[src/rtl/fifo_stream_drain_pkg.sv]
// Shared constants and types for the FIFO read-side stream drain.
// The default word width must track the Synchronous_FIFO it sits behind.
package fifo_stream_drain_pkg;

    localparam int FIFO_DATA_WIDTH = 32;

    typedef logic [1:0] occ_t;

endpackage

[src/rtl/fifo_skid_buf2.sv]
// Two-entry in-order holding buffer: slot0 is always the head, slot1 the tail.
// Pure storage; the caller guarantees it never pushes into a full buffer.
module fifo_skid_buf2
    import fifo_stream_drain_pkg::*;
#(
    parameter int DATA_WIDTH = FIFO_DATA_WIDTH
) (
    input  logic                  clk,
    input  logic                  rst,
    input  logic                  clr,
    input  logic                  push,
    input  logic [DATA_WIDTH-1:0] push_data,
    input  logic                  pop,
    output logic [1:0]            cnt,
    output logic [DATA_WIDTH-1:0] head
);

    occ_t                  cnt_q;
    logic [DATA_WIDTH-1:0] slot0_q;
    logic [DATA_WIDTH-1:0] slot1_q;

    assign cnt  = cnt_q;
    assign head = slot0_q;

    always_ff @(posedge clk or posedge rst) begin
        if (rst) begin
            cnt_q   <= 2'd0;
            slot0_q <= '0;
            slot1_q <= '0;
        end else if (clr) begin
            cnt_q <= 2'd0;
        end else begin
            case ({push, pop})
                2'b10: begin
                    if (cnt_q == 2'd0) slot0_q <= push_data;
                    else               slot1_q <= push_data;
                    cnt_q <= cnt_q + 2'd1;
                end
                2'b01: begin
                    slot0_q <= slot1_q;
                    cnt_q   <= cnt_q - 2'd1;
                end
                2'b11: begin
                    // Occupancy unchanged; the head advances and the new word lands behind it.
                    if (cnt_q == 2'd2) begin
                        slot0_q <= slot1_q;
                        slot1_q <= push_data;
                    end else begin
                        slot0_q <= push_data;
                    end
                end
                default: ;
            endcase
        end
    end

endmodule

[src/rtl/fifo_stream_drain.sv]
// Drains a Synchronous_FIFO (1-cycle registered read) into a valid/ready stream.
// Reads are issued only when the skid buffer is guaranteed a slot for the returning word.
module fifo_stream_drain
    import fifo_stream_drain_pkg::*;
#(
    parameter int DATA_WIDTH = FIFO_DATA_WIDTH,
    parameter int CNT_WIDTH  = 16
) (
    input  logic                  clk,
    input  logic                  rst,
    input  logic                  fifo_empty,
    input  logic [DATA_WIDTH-1:0] fifo_data_out,
    output logic                  fifo_cs,
    output logic                  fifo_rd_en,
    input  logic                  flush,
    output logic                  m_valid,
    output logic [DATA_WIDTH-1:0] m_data,
    input  logic                  m_ready,
    output logic [CNT_WIDTH-1:0]  words_out
);

    logic [1:0] cnt;
    logic       inflight_q;
    logic       pop;
    logic       push;
    logic [2:0] committed;

    assign m_valid = (cnt != 2'd0);
    assign pop     = m_valid && m_ready;
    // A word returning during a flush belongs to the dropped stream.
    assign push    = inflight_q && !flush;

    // Slots that will still be claimed after this edge's pop, counting the word in flight.
    assign committed  = {1'b0, cnt} + {2'b00, inflight_q} - {2'b00, pop};
    assign fifo_rd_en = !rst && !flush && !fifo_empty && (committed < 3'd2);
    assign fifo_cs    = !rst;

    fifo_skid_buf2 #(
        .DATA_WIDTH(DATA_WIDTH)
    ) u_buf (
        .clk      (clk),
        .rst      (rst),
        .clr      (flush),
        .push     (push),
        .push_data(fifo_data_out),
        .pop      (pop),
        .cnt      (cnt),
        .head     (m_data)
    );

    always_ff @(posedge clk or posedge rst) begin
        if (rst) begin
            inflight_q <= 1'b0;
            words_out  <= '0;
        end else begin
            inflight_q <= fifo_rd_en;
            if (pop) words_out <= words_out + 1'b1;
        end
    end

endmodule
[config.mk]
export PLATFORM = sky130hd
export DESIGN_NAME = fifo_stream_drain
export DESIGN_NICKNAME = d
export VERILOG_FILES = /design/src/rtl/fifo_stream_drain_pkg.sv /design/src/rtl/fifo_skid_buf2.sv /design/src/rtl/fifo_stream_drain.sv
export SDC_FILE = /design/constraint.sdc
export NUM_CORES = 1
export LEC_CHECK = 0
export CAP_MARGIN = 25
export CELL_PAD_IN_SITES_DETAIL_PLACEMENT = 2
export CELL_PAD_IN_SITES_GLOBAL_PLACEMENT = 2
export CORE_UTILIZATION = 43
export CTS_BUF_LIST = sky130_fd_sc_hd__clkbuf_2
export DETAILED_ROUTE_END_ITERATION = 10
export DONT_BUFFER_PORTS = 1
export PLACE_DENSITY = 0.89
export SETUP_SLACK_MARGIN = 0.4
export SLEW_MARGIN = 20
export SYNTH_ARGS = -nofsm -noshare
export SYNTH_HDL_FRONTEND = slang
export SYNTH_SLANG_ARGS = --single-unit
[constraint.sdc]
create_clock -name clk -period 6.1 [get_ports clk]
set_input_delay 1.83 -clock clk [delete_from_list [all_inputs] [get_ports clk]]
set_output_delay 1.83 -clock clk [all_outputs]
set_load 0.02 [all_outputs]
==> results.md <==
* RR Endpoint: u_buf.head[18]$_DFFE_PP0P_
* Reg clk slew, reported paths at 190 ps
* Worst hold path class: flop to flop
* Post-Layout Inst Area at 0.003983 mm^2
* Clk Latency, worst-skew pair at 480 ps
* Sum of buffers and inverters on the critical path at 1
* CTS sink cnt at 83
* Post-route DRC violation count at 0
* WL per Instance at 19.73 um
* Cells after Synth at 292
* Vias in the first global route at 2396
* Routed wire length at 7.969 mm
* Final hold vios at 0
* H-tree levels at 3
* Synthesized area at 0.003745 mm^2
* Leak pwr at 1.976 nW
* Critical-path maximum fanout at 6
* Die Y-Extent at 95.32 um
* Outcome: complete, no violations
* Post-synth top flop: dfrtp_1
* Skew final at 28.64 ps
* Gate power share at 17.5%
* Hold_sp: u_buf.slot1_q[0]$_DFFE_PP0P_
* FF+latch area at 0.002077 mm^2
* Syn_nets at 331
* GRT Total Usage at 18.55%
* Port Buffer Count at 0
* Clk root buf: clkbuf_2
* Design Power at 1.450 mW
* Worst path cell trace: nor2_1 -> o21ai_0 -> fa_1 -> nand2b_1 -> nor4_1 -> buf_4
* Cells on worst reg2reg path at 6
* Final std cells w/o fill at 404
* Clk buf depth at 2
* Initial antenna violation count at 0
* Die width at 95.32 um
* Area leader, netlist: dfrtp_1
* Max frequency at 0.1970 GHz
* Ys Warns at 0
* Worst-Margin Slew at 576.3 ps
* First-pass DRT Iterations at 3
* Pwr dens at 364.1 mW/mm^2
* Distinct cell type count after synthesis at 36
* Hold buffers post-CTS at 0
* Max-slew headroom at 61.43%
* Worst EP required at 4270 ps
* Initial Utilization at 44.90%
* Post-CTS sizing at 0
* I/O pin total at 88
* Core box area at 0.008341 mm^2
* Final Critical Period at 5076 ps
* WHS Endpoint: u_buf.slot1_q[0]$_DFFE_PP0P_
* TritonCTS clock tree: built
* CTS Buf Count at 9
* Slew Limit Fails at 0
* Final worst-path cycle share at 83.22%
* CP Launch Type: input pin
* Post-detail-place hpwl at 5.628 mm
* Total congestion overflow at 0
* Placed instance area at 0.003822 mm^2
* Initial drt markers at 25
* Clock share of power at 18.8%
* Final #Nets at 334
* EDFF count, synth at 0
* Number of vias per cell at 5.334
* #FFs+latches synth at 83
* Synth top area share at 55.46%
* Maximum VDD drop at 0.1414 mV
* Footprint of the multi-input gates at 0.001544 mm^2
* Pin count of the biggest net entering global routing at 45
* Final ANT Viol Nets at 0
* FFs w/ async S/R, synth at 100.0%
* Routed vias at 2155
* Setup Fix Bufs, Post-CTS at 0
* Area contributors post-synth: dfrtp_1, mux2i_1, mux2_2
* Final setup vio count at 0
* Switching Fraction at 37.94%
* Placed cells at 387
* P_sw at 550.1 uW
* Sequential Power Share at 63.7%
* Setup TNS at 0 ps
* Share of post-route cells with drive strength above 1 at 27.76%
* Slowest CP cell: fa_1
* Filler Cell Count at 819
* Diode count at 0
* Crit-path leading delay family: simple AND/OR/NAND/NOR gates
* CP Capture Type: output pin
* Syn_area_per_cell at 12.82 um^2
* RSZ-0062 raised after global routing: no
* Num rows at 33
* Gp weighted congestion at 0.6881
* First-pass GRT wire length at 12.42 mm
* CP Class: input pin to output pin
* Post-synthesis sequential area ratio at 55.46%
* Pint at 900.0 uW
* Slowest Stage Delay on Critical Path at 500 ps
* Hold path depth at 1
* Reg-to-reg slack, setup at 3800 ps
* Worst path arrival time at 3250 ps
* Max capacitance violation total at 0
* Die area at 0.009086 mm^2
* R2R Path Start: u_buf.cnt[1]$_DFFE_PP0P_
* Area Overhead vs Synth at 6.348%
-- metrics by stage --
stage,hold slack [ps],setup slack (ps),util (%)
2_1_floorplan,463.5,615.1,-
3_3_place_gp,472.7,1110,45.50
3_5_place_dp,481.6,1012,45.83
4_1_cts,522.7,1009,47.09
5_1_grt,531.7,958.7,47.75
6_report,520.7,1024,47.75
-- state kept, by name, indices dropped and copies added (netlist names) --
register,cells
words_out,16
u_buf.cnt,2
inflight_q,1
u_buf.slot1_q,32
u_buf.head,32
-- cells in the final DEF, fill, tap and decap left out, types with 3 or more instances in the layout --
cell      count
buf_16        3
clkinv_2      3
nor2b_1       3
xnor2_1      11
xor2_1        7
nand2_1       5
nor2_1       37
mux2i_1      32
mux2_1        8
and3_1        4
dfrtp_1      83
nand3_1       4
a21oi_1       5
nand4_1       3
buf_4         4
a21oi_2      28
mux2_2       25
clkbuf_2     10
-- worst max path at each step --
stage             from         end  depth (start not counted)
3_3_place_gp   m_ready  fifo_rd_en                          6
4_1_cts        m_ready  fifo_rd_en                          6
3_5_place_dp   m_ready  fifo_rd_en                          6
2_1_floorplan      rst     fifo_cs                          1
5_1_grt        m_ready  fifo_rd_en                          6
6_report       m_ready  fifo_rd_en                          6
-- per-layer routing --
layer / up-vias / GRT usage [%] / share of wire (%)
met5: - / 0 / 0
met4: 0 / 6.818 / 1.2
met3: 7 / 4.785 / 4.9
met2: 49 / 32.98 / 53
met1: 1090 / 21.34 / 40
li1: 1009 / - / -
-- power groups by stage --
stage	sequential (mW)	clock, mW	combinational [mW]
final	0.924	0.273	0.254
after global routing	0.950	0.306	0.288
after CTS	0.929	0.290	0.254
after detailed placement	0.941	0	0.254
after global placement	0.927	0	0.229
after floorplan	0.900	0	0.219
-- cell usage after synthesis, drive strengths merged, types with 2 or more instances --
cell,n
nand3,4
a21oi,34
xnor2,11
nor2b,3
o21ai,4
nor2,37
dfrtp,83
xor2,7
or2,2
mux2,33
mux2i,32
nand4,3
nand2,5
inv,3
buf,14
and3,4
-- kinds of logic (layout without fill, tap and decap cells) --
group / Yosys count / count (layout) / synth area share, %
flip-flops: 83 / 83 / 55.46
XOR/XNOR: 18 / 18 / 4.210
adder cells (fa/ha/maj): 2 / 2 / 0.8687
buffers and inverters: 18 / 25 / 3.642
AO/OA/AOI/OAI: 41 / 41 / 9.222
multiplexers: 65 / 65 / 18.48
AND/OR/NAND/NOR: 65 / 65 / 8.119
-- layout make-up --
type / count / area share (%)
inverter: 3 / 0.3142
tap: 105 / 3.299
clock inverter: 5 / 1.382
timing repair buffer: 7 / 2.828
sequential: 83 / 52.15
multi-input combinational: 191 / 38.77
clock buffer: 10 / 1.257
Note: power is estimated with default switching activity, not from simulation.
